### config.mk
export PLATFORM = sky130hd
export DESIGN_NAME = seg7_scan_driver
export DESIGN_NICKNAME = d
export VERILOG_FILES = /design/src/rtl/seg7_scan_driver.sv
export SDC_FILE = /design/constraint.sdc
export NUM_CORES = 1
export LEC_CHECK = 0
export BUFFER_PORTS_ARGS = -buffer_cell sky130_fd_sc_hd__buf_4
export CAP_MARGIN = 20
export CORE_MARGIN = 8
export CORE_UTILIZATION = 30
export DETAILED_ROUTE_END_ITERATION = 16
export PLACE_DENSITY = 0.55
export SLEW_MARGIN = 10
export SYNTH_ARGS = -nofsm -noshare
export SYNTH_HDL_FRONTEND = slang
export SYNTH_SLANG_ARGS = --single-unit
### constraint.sdc
create_clock -name clk -period 4.67 [get_ports clk]
set_input_delay 0.7005 -clock clk [delete_from_list [all_inputs] [get_ports clk]]
set_output_delay 0.7005 -clock clk [all_outputs]
set_load 0.03 [all_outputs]
### src/rtl/seg7_scan_driver.sv
// Scans a NUM_DIGITS common-anode 7-seg display from a shadow copy of digits/blank flags; LEADING_ZERO_BLANK_EN suppresses leading zeros.
// Latency: seg_out/an_out/frame_done registered 1 clk after (index, shadow); no backpressure, load is sampled every cycle.
module seg7_scan_driver #(
  parameter int NUM_DIGITS  = 4,
  parameter int REFRESH_DIV = 100000
) (
  input  logic                    clk,
  input  logic                    reset_n,
  input  logic                    load,
  input  logic [4*NUM_DIGITS-1:0] digits_in,
  input  logic [NUM_DIGITS-1:0]   blank_in,
  output logic [6:0]              seg_out,
  output logic [NUM_DIGITS-1:0]   an_out,
  output logic                    frame_done
);

  localparam int IDX_W = (NUM_DIGITS > 1) ? $clog2(NUM_DIGITS) : 1;
  localparam int PRE_W = (REFRESH_DIV > 1) ? $clog2(REFRESH_DIV) : 1;
  localparam logic [IDX_W-1:0] IDX_LAST = IDX_W'(NUM_DIGITS - 1);
  localparam logic [PRE_W-1:0] PRE_LAST = PRE_W'(REFRESH_DIV - 1);

  logic [4*NUM_DIGITS-1:0] shadow_dig;
  logic [NUM_DIGITS-1:0]   shadow_blank;
  logic [PRE_W-1:0]        presc;
  logic [IDX_W-1:0]        idx;
  logic [NUM_DIGITS-1:0]   lz_mask;
  logic                    seen_nz;
  logic                    presc_tc;
  logic [3:0]              cur_dig;
  logic                    cur_blank;
  logic [6:0]              seg_next;

  function automatic logic [6:0] decode(input logic [3:0] v);
    logic [6:0] s;
    case (v)
      4'd0:    s = 7'b0000001;
      4'd1:    s = 7'b1001111;
      4'd2:    s = 7'b0010010;
      4'd3:    s = 7'b0000110;
      4'd4:    s = 7'b1001100;
      4'd5:    s = 7'b0100100;
      4'd6:    s = 7'b0100000;
      4'd7:    s = 7'b0001111;
      4'd8:    s = 7'b0000000;
      4'd9:    s = 7'b0000100;
      default: s = 7'b1111111;
    endcase
    return s;
  endfunction

`ifdef LEADING_ZERO_BLANK_EN
  // Walk from the most significant digit down; a blanked digit counts as zero. Digit 0 is always shown.
  always_comb begin
    lz_mask = '0;
    seen_nz = 1'b0;
    for (int i = NUM_DIGITS - 1; i >= 1; i--) begin
      if (!shadow_blank[i] && (shadow_dig[4*i +: 4] != 4'd0)) begin
        seen_nz = 1'b1;
      end
      lz_mask[i] = !seen_nz;
    end
  end
`else
  always_comb begin
    lz_mask = '0;
    seen_nz = 1'b0;
  end
`endif

  always_comb begin
    presc_tc  = (presc == PRE_LAST);
    cur_dig   = shadow_dig[4*idx +: 4];
    cur_blank = shadow_blank[idx] | lz_mask[idx];
    seg_next  = cur_blank ? 7'b1111111 : decode(cur_dig);
  end

  always_ff @(posedge clk) begin
    if (!reset_n) begin
      shadow_dig   <= '0;
      shadow_blank <= '1;
      presc        <= '0;
      idx          <= '0;
      seg_out      <= 7'b1111111;
      an_out       <= '1;
      frame_done   <= 1'b0;
    end else begin
      if (load) begin
        shadow_dig   <= digits_in;
        shadow_blank <= blank_in;
      end
      if (presc_tc) begin
        presc <= '0;
        idx   <= (idx == IDX_LAST) ? '0 : idx + 1'b1;
      end else begin
        presc <= presc + 1'b1;
      end
      seg_out    <= seg_next;
      an_out     <= ~(NUM_DIGITS'(1) << idx);
      frame_done <= presc_tc && (idx == IDX_LAST);
    end
  end

endmodule

==> results of run 1 <==
cells in the mapped netlist (all sizes together):
cell	count	area (um^2)
a21bo	1	10.0
a21boi	1	7.51
a21oi	5	28.8
and2	2	13.8
and3	1	6.26
and4	3	27.5
buf	4	35.0
clkbuf	6	22.5
dfxtp	51	1020
ha	11	138
inv	6	22.5
mux2i	23	230
mux4	5	113
nand2	21	78.8
nand3	4	25.0
nand4	6	43.8
nor2	17	63.8
nor2b	20	125
nor3	2	10.0
nor4	1	6.26
nor4b	1	8.76
nor4bb	2	20.0
o21ai	8	40.0
o31ai	1	7.51
or2	1	8.76
or3	3	20.0
or4	1	11.3
xnor2	5	43.8
xor2	8	70.1
worst min path at each step:
stage / to / slack [ns] / depth (start not counted)
2_1_floorplan: presc[0]$_SDFF_PP0_ / 0.43 / 1
3_3_place_gp: presc[0]$_SDFF_PP0_ / 0.44 / 1
3_5_place_dp: presc[0]$_SDFF_PP0_ / 0.45 / 1
4_1_cts: presc[0]$_SDFF_PP0_ / 0.47 / 1
5_1_grt: presc[0]$_SDFF_PP0_ / 0.50 / 1
6_report: presc[0]$_SDFF_PP0_ / 0.47 / 1
critical path, delay by kind of cell, from the launching register on:
family / cells / cell delay [ns]
multiplexers: 1 / 0.62
flip-flops: 1 / 0.63
AO/OA/AOI/OAI: 3 / 0.39
adder cells (fa/ha/maj): 1 / 0.19
buffers and inverters: 2 / 0.21
kinds of logic after synthesis:
family / after synthesis / synth area share, %
multiplexers: 28 / 15.2
XOR/XNOR: 13 / 5.04
flip-flops: 51 / 45.2
AO/OA/AOI/OAI: 16 / 4.16
buffers and inverters: 16 / 3.55
AND/OR/NAND/NOR: 85 / 20.8
adder cells (fa/ha/maj): 11 / 6.09
registers in the layout, summed over array words and instances (netlist names):
name	count
an_out	4
frame_done	1
shadow_dig	16
idx	2
presc	17
seg_out	7
shadow_blank	4
through the flow:
step                hold slack, ns  std cells  power (mW)
floorplan                    0.430        220       0.518
global placement             0.443        343       0.545
detailed placement           0.452        343       0.545
CTS                          0.473        351       0.860
global route                 0.499        351       0.887
finish                       0.469        351       0.844
cell type report:
type / count / area [um^2] / area share (%)
inverters: 6 / 22.5 / 0.836
well taps: 99 / 124 / 4.60
repair buffers: 34 / 255 / 9.47
clock buffers: 5 / 68.8 / 2.55
multi-input cells: 153 / 1160 / 42.9
flip-flops and latches: 51 / 1020 / 37.9
clock inverters: 3 / 46.3 / 1.72
power breakdown:
group	total [mW]	switching (mW)	internal, mW
Clock	0.310	0.149	0.161
Sequential	0.458	0.00803	0.450
Combinational	0.0759	0.0368	0.0391
layer usage:
layer / vias to the layer above / routed length, um
li1: 810 / -
met2: 20 / 2020
met3: 6 / 141
met4: 0 / 74
met1: 698 / 1990
met5: - / 0
==> flow_summary.json, run 1 <==
{
  "hold_violations": 0,
  "finalSetupViolCount": 0,
  "die_y_um": 103,
  "r2r_slack_ns": 2.54,
  "ctsResizeCount": 0,
  "overflow": 0,
  "maxCapViolCount": 0,
  "syn_to_final_growth_pct": 19.3,
  "cp_slowest_cell": "dfxtp_1",
  "drtPass1Iterations": 4,
  "clock-root-buffer": "clkbuf_8",
  "path_cells": "mux4_2 -> inv_1 -> ha_1 -> inv_1 -> a21oi_1 -> o21ai_0 -> a21bo_1",
  "synthCells": 220,
  "hold_class": "reg -> reg",
  "final_common_cell": "dfxtp_1",
  "clock.fmax_mhz": 470,
  "worstSetupEndpoint": "seg_out[2]$_SDFF_PP1_",
  "worst_pin_slew_ns": 0.539,
  "cp.required_ns": 4.88,
  "vdd_drop_max_mv": 0.134,
  "nFillCells": 780,
  "setup_slack_ns": 2.54,
  "dpl_cell_area_um2": 2580,
  "crit_top_cell": "inv_1",
  "min_from": "presc[0]$_SDFF_PP0_",
  "rsz0062_at_grt": "false",
  "yosysSeqAreaShare_pct": 45.2,
  "io_pins": 35,
  "initial_core_util_pct": 31.0,
  "crit_type": "reg -> reg",
  "ys_warn_count": 0,
  "dp_hpwl_um": 3120,
  "synth.cell_area_um2": 2260,
  "gr-usage-met1_pct": 10.8,
  "start_kind": "flip-flop",
  "cp_data_arrival_time_ns": 2.33,
  "drc": 0,
  "avgSynthCellArea_um2": 10.3,
  "fin_area_um2": 2700,
  "grt_pass1_vias": 1524,
  "nets": 285,
  "busiest_layer": "met2",
  "ys_ff_latch": 51,
  "slew_viol_final": 0,
  "end_kind": "flip-flop",
  "layout_common_cells": "51 x dfxtp_1, 34 x buf_4, 23 x mux2i_1",
  "p_per_area_nw_per_um2": 313,
  "final_util_pct": 37.0,
  "via_per_inst": 4.37,
  "gp_congestion": 0.722,
  "max_stage_delay_ns": 0.63,
  "grt_first_pass_wirelength_um": 7200,
  "num_vias": 1534,
  "cts_tree": "yes",
  "finalCritPeriodShare_pct": 45.5,
  "clock_latency_ns": 0.30,
  "hold_buffers": 0,
  "met3_usage_pct": 1.89,
  "postCtsSetupBuffers": 0,
  "leakage_nw": 1.07,
  "drive_gt1_share_pct": 21.8,
  "core_um2": 7290,
  "ctsLongestPathBuffers": 2,
  "clkSinkCount": 51,
  "grtUsageTotal_pct": 8.74,
  "finalClockSkew_ns": 0.00411,
  "diodes": 0,
  "r2r_start": "idx[0]$_SDFFE_PN0N_",
  "routedWlPerCell_um": 12.1,
  "setup_tns_ns": 0,
  "antenna_left": 0,
  "cp_max_fo": 10,
  "wl_um": 4230,
  "io_buffers": 34,
  "post-place-ws_ns": 2.53,
  "drt_iter0_drc": 44,
  "relSlewSlack_pct": 64.0,
  "worstReg2RegEnd": "seg_out[2]$_SDFF_PP1_",
  "rows": 31,
  "clk_pin_slew_ns": 0.09,
  "die_w_um": 103,
  "numCtsBuffers": 5,
  "status": "finished, final reports clean",
  "die_area_um2": 10600,
  "synth.distinct_cells": 38,
  "finalCriticalPeriod_ns": 2.13,
  "critPathLaunch": "idx[0]$_SDFFE_PN0N_",
  "rr_worst_depth": 7,
  "grt_use_met2_pct": 14.0,
  "h-tree-depth": 2,
  "grt_max_degree": 30,
  "grt_antenna_before_repair": 0,
  "synth_fp_nets": 254
}
(Power assumes the default switching activity.)
==> run 2: changes to the inputs <==
==> constraint.sdc (replaced) <==
create_clock -name clk -period 2 [get_ports clk]
set_input_delay 0.3 -clock clk [delete_from_list [all_inputs] [get_ports clk]]
set_output_delay 0.3 -clock clk [all_outputs]
set_load 0.03 [all_outputs]
==> flow_summary.json, run 2 (synthesized netlist as in run 1, its figures left out) <==
{
  "cp.required_ns": 2.19,
  "cp_data_arrival_time_ns": 1.98,
  "diodes": 0,
  "via_per_inst": 4.34,
  "syn_to_final_growth_pct": 22.0,
  "layout_common_cells": "51 x dfxtp_1, 39 x buf_4, 23 x mux2i_1",
  "antenna_left": 0,
  "grt_first_pass_wirelength_um": 7320,
  "drc": 0,
  "largest_reg_flops": 17,
  "clk_pin_slew_ns": 0.09,
  "routedWlPerCell_um": 12.0,
  "dp_hpwl_um": 3200,
  "ctsLongestPathBuffers": 2,
  "grt_antenna_before_repair": 0,
  "setup_tns_ns": 0,
  "postCtsSetupBuffers": 0,
  "critPathLaunch": "idx[0]$_SDFFE_PN0N_",
  "reg_top3": "presc (17), shadow_dig (16), seg_out (7)",
  "vdd_drop_max_mv": 0.344,
  "pwr-share-clk_pct": 37.2,
  "nFillCells": 786,
  "overflow": 0,
  "internal_power_mw": 1.55,
  "relSlewSlack_pct": 77.3,
  "start_kind": "flip-flop",
  "final_common_cell": "dfxtp_1",
  "regMostFlops": "presc",
  "core_um2": 7290,
  "rsz0062_at_grt": "false",
  "multi_input_area_um2": 1160,
  "status": "finished, final reports clean",
  "drtPass1Iterations": 6,
  "grt_pass1_vias": 1493,
  "leakage_nw": 1.11,
  "combPwrFrac_pct": 9.2,
  "grtUsageTotal_pct": 8.82,
  "wl_um": 4270,
  "drt_iter0_drc": 98,
  "swShare_pct": 22.2,
  "h-tree-depth": 2,
  "finalNonFillerCells": 357,
  "worst_pin_slew_ns": 0.337,
  "finalCritPeriodShare_pct": 89.8,
  "r2r_start": "idx[0]$_SDFFE_PN0N_",
  "ctsResizeCount": 0,
  "hold_buffers": 0,
  "finalSetupViolCount": 0,
  "maxCapViolCount": 0,
  "num_vias": 1549,
  "die_y_um": 103,
  "finalCriticalPeriod_ns": 1.80,
  "drive_gt1_share_pct": 23.6,
  "crit_type": "reg -> reg",
  "die_w_um": 103,
  "dp_cells": 349,
  "clkSinkCount": 51,
  "slew_viol_final": 0,
  "rows": 31,
  "layout.area.seq_um2": 1020,
  "io_buffers": 34,
  "p_per_area_nw_per_um2": 725,
  "die_area_um2": 10600,
  "cts_tree": "yes",
  "grt_max_degree": 30,
  "end_kind": "flip-flop",
  "seqPwrFrac_pct": 53.6,
  "clock-root-buffer": "clkbuf_8",
  "numCtsBuffers": 5,
  "cp_max_fo": 10,
  "initial_core_util_pct": 31.0,
  "hold_violations": 0,
  "hold_class": "in -> reg",
  "clock_latency_ns": 0.30,
  "io_pins": 35,
  "clock.fmax_mhz": 557,
  "gp_congestion": 0.721,
  "min_from": "blank_in[3]",
  "nets": 291,
  "finalClockSkew_ns": 0.00598,
  "p_switching_uw": 444
}
[run 2: changes by cell type in the layout (fill, tap and decap cells not counted), sizes merged]
cell      change
buf           +6
clkbuf        +1
clkinv        +1
clkinvlp      -1
inv           -1
[run 2: metrics by stage]
step / util [%] / hold WS, ns / power, mW / cell area [um^2] / worst slack, ns
after floorplan: - / 0.428 / 1.21 / 2260 / 0.166
after global placement: 36.2 / 0.442 / 1.28 / 2640 / 0.226
after detailed placement: 36.2 / 0.450 / 1.28 / 2640 / 0.190
after CTS: 37.8 / 0.200 / 2.03 / 2760 / 0.170
after global routing: 37.8 / 0.195 / 2.09 / 2760 / 0.0440
final: 37.8 / 0.210 / 2.00 / 2760 / 0.204
[run 2: worst paths after layout]
| check | depth (start not counted) | to | slack [ns] |
|---|---|---|---|
| worst min-delay path | 3 | shadow_blank[3]$_SDFFE_PN1P_ | 0.21 |
| worst min register to register | 1 | presc[0]$_SDFF_PP0_ | 0.47 |
| worst max register to register | 5 | seg_out[3]$_SDFF_PP1_ | 0.20 |
| worst max-delay path | 5 | seg_out[3]$_SDFF_PP1_ | 0.20 |
[run 2: per-layer routing]
layer,GRT usage (%),up-vias,share of wire (%)
met5,0,-,0
met4,4.00,0,1.9
met3,2.09,6,2.6
met2,13.2,20,46
met1,11.7,700,50
li1,-,823,-
[run 2: area by class of cell]
cell class | instances | area share [%]
clock buffers | 6 | 3.00
clock inverters | 2 | 1.27
inverters | 6 | 0.817
multi-input cells | 153 | 42.0
flip-flops and latches | 51 | 37.1
well taps | 99 | 4.50
repair buffers | 40 | 11.4
[run 2: power groups by stage]
stage          clock network, mW  registers (mW)  logic [mW]
2_1_floorplan                  0            1.10       0.109
3_3_place_gp                   0            1.10       0.186
3_5_place_dp                   0            1.09       0.188
4_1_cts                    0.771            1.07       0.189
5_1_grt                    0.812            1.08       0.205
6_report                   0.742            1.07       0.185
[run 2: worst max-delay path, stage by stage, from the launching register on]
cell     delay (ns)
dfxtp_1        0.44
buf_4          0.20
mux4_2         0.63
o21ai_1        0.15
and2_2         0.18
o21ai_0        0.08
==> run 3: changes to the inputs <==
--- a/config.mk
+++ b/config.mk
@@ -7,10 +7,12 @@
 export LEC_CHECK = 0
 export BUFFER_PORTS_ARGS = -buffer_cell sky130_fd_sc_hd__buf_4
 export CAP_MARGIN = 20
-export CORE_MARGIN = 8
+export CORE_MARGIN = 4
 export CORE_UTILIZATION = 30
 export DETAILED_ROUTE_END_ITERATION = 16
 export PLACE_DENSITY = 0.55
+export RECOVER_POWER = 100
+export SKIP_LAST_GASP = 1
 export SLEW_MARGIN = 10
 export SYNTH_ARGS = -nofsm -noshare
 export SYNTH_HDL_FRONTEND = slang
==> flow_summary.json, run 3 (synthesized netlist as in run 1, its figures left out) <==
{
  "dpl_cell_area_um2": 2640,
  "gr-usage-met1_pct": 13.8,
  "status": "finished, final reports clean",
  "grt_antenna_before_repair": 0,
  "start_kind": "flip-flop",
  "initial_core_util_pct": 31.0,
  "antenna_left": 0,
  "clk_pin_slew_ns": 0.09,
  "end_kind": "flip-flop",
  "reg_top3": "presc (17), shadow_dig (16), seg_out (7)",
  "clock.fmax_mhz": 575,
  "die_area_um2": 8980,
  "core_um2": 7290,
  "drt_iter0_drc": 46,
  "leakage_nw": 1.06,
  "via_per_inst": 4.36,
  "r2r_start": "presc[0]$_SDFF_PP0_",
  "rsz0062_at_grt": "false",
  "largest_reg_flops": 17,
  "hold_violations": 0,
  "clock_latency_ns": 0.30,
  "cp.required_ns": 2.23,
  "finalClockSkew_ns": 0.0113,
  "drive_gt1_share_pct": 18.2,
  "num_vias": 1556,
  "nFillCells": 787,
  "final_common_cell": "dfxtp_1",
  "worst_pin_slew_ns": 1.41,
  "routedWlPerCell_um": 11.7,
  "cp_max_fo": 6,
  "grt_max_degree": 30,
  "h-tree-depth": 2,
  "drtPass1Iterations": 4,
  "finalSetupViolCount": 0,
  "grtUsageTotal_pct": 10.2,
  "nets": 291,
  "hold_class": "in -> reg",
  "grt_first_pass_wirelength_um": 7330,
  "p_per_area_nw_per_um2": 737,
  "power_mw": 1.99,
  "dp_cells": 349,
  "syn_to_final_growth_pct": 19.4,
  "min_from": "blank_in[2]",
  "busiest_layer": "met2",
  "io_pins": 35,
  "finalNonFillerCells": 357,
  "vdd_drop_max_mv": 0.241,
  "regMostFlops": "presc",
  "die_y_um": 94.8,
  "io_buffers": 34,
  "diodes": 0,
  "setup_slack_ns": 0.259,
  "crit_type": "reg -> reg",
  "met3_usage_pct": 2.63,
  "clkSinkCount": 51,
  "cts_tree": "yes",
  "postCtsSetupBuffers": 0,
  "critPathLaunch": "presc[0]$_SDFF_PP0_",
  "fin_area_um2": 2700,
  "maxCapViolCount": 0,
  "numCtsBuffers": 5,
  "wl_um": 4180,
  "fin_hold_ws_ns": 0.210,
  "finalCritPeriodShare_pct": 87.0,
  "rows": 31,
  "drc": 0,
  "clock-root-buffer": "clkbuf_8",
  "ctsLongestPathBuffers": 2,
  "relSlewSlack_pct": 6.26,
  "finalCriticalPeriod_ns": 1.74,
  "setup_tns_ns": 0,
  "grt_pass1_vias": 1545,
  "die_w_um": 94.8,
  "slew_viol_final": 0,
  "grt_use_met2_pct": 15.8,
  "hold_buffers": 0,
  "dp_hpwl_um": 3060,
  "layout_common_cells": "50 x dfxtp_1, 25 x buf_4, 23 x mux2i_1",
  "gp_congestion": 0.715,
  "final_util_pct": 37.0,
  "cp_data_arrival_time_ns": 1.97,
  "post-place-ws_ns": 0.157,
  "overflow": 0
}
-- run 3: cell count changes in the layout (fill, tap and decap cells not counted), sizes merged --
cell	delta
buf	-14
clkbuf	+14
-- run 3: cell type report --
cell class / count / area [um^2] / share of cell area [%]
Clock buffer: 6 / 82.6 / 3.06
Clock inverter: 2 / 35.0 / 1.30
Inverter: 6 / 22.5 / 0.835
Timing Repair Buffer: 40 / 260 / 9.65
Multi-Input combinational cell: 153 / 1150 / 42.7
Tap cell: 99 / 124 / 4.59
Sequential cell: 51 / 1020 / 37.9
-- run 3: metal layers --
metal  part of all wire, %  vias to the layer above
li1                      -                      825
met1                    51                      704
met2                    43                       21
met3                   4.6                        6
met4                   1.3                        0
met5                     0                        -
-- run 3: timing repair --
action                                  4_1_cts  5_1_grt
endpoints found under the setup margin        0        1
endpoints found under the hold margin         0        0
resized for setup                             0        1
-- run 3: worst paths after layout --
| path | slack, ns | endpoint | cells after the start |
|---|---|---|---|
| setup reg to reg | 0.26 | idx[0]$_SDFFE_PN0N_ | 5 |
| hold / removal | 0.21 | shadow_blank[2]$_SDFFE_PN1P_ | 3 |
| setup / recovery | 0.26 | idx[0]$_SDFFE_PN0N_ | 5 |
| hold reg to reg | 0.48 | presc[0]$_SDFF_PP0_ | 1 |
-- run 3: worst max-delay path: stages (launching register included) --
cell and delay, ns:
dfxtp_1 0.39, ha_1 0.23, and4_2 0.26, nand4_1 0.27, or3_1 0.41, a21boi_1 0.14
-- run 3: power by group --
| group | internal (mW) | switching, mW | leakage, nW |
|---|---|---|---|
| logic | 0.0932 | 0.0873 | 0.578 |
| registers | 1.05 | 0.0193 | 0.417 |
| clock network | 0.405 | 0.333 | 0.0612 |
| total | 1.55 | 0.439 | 1.06 |
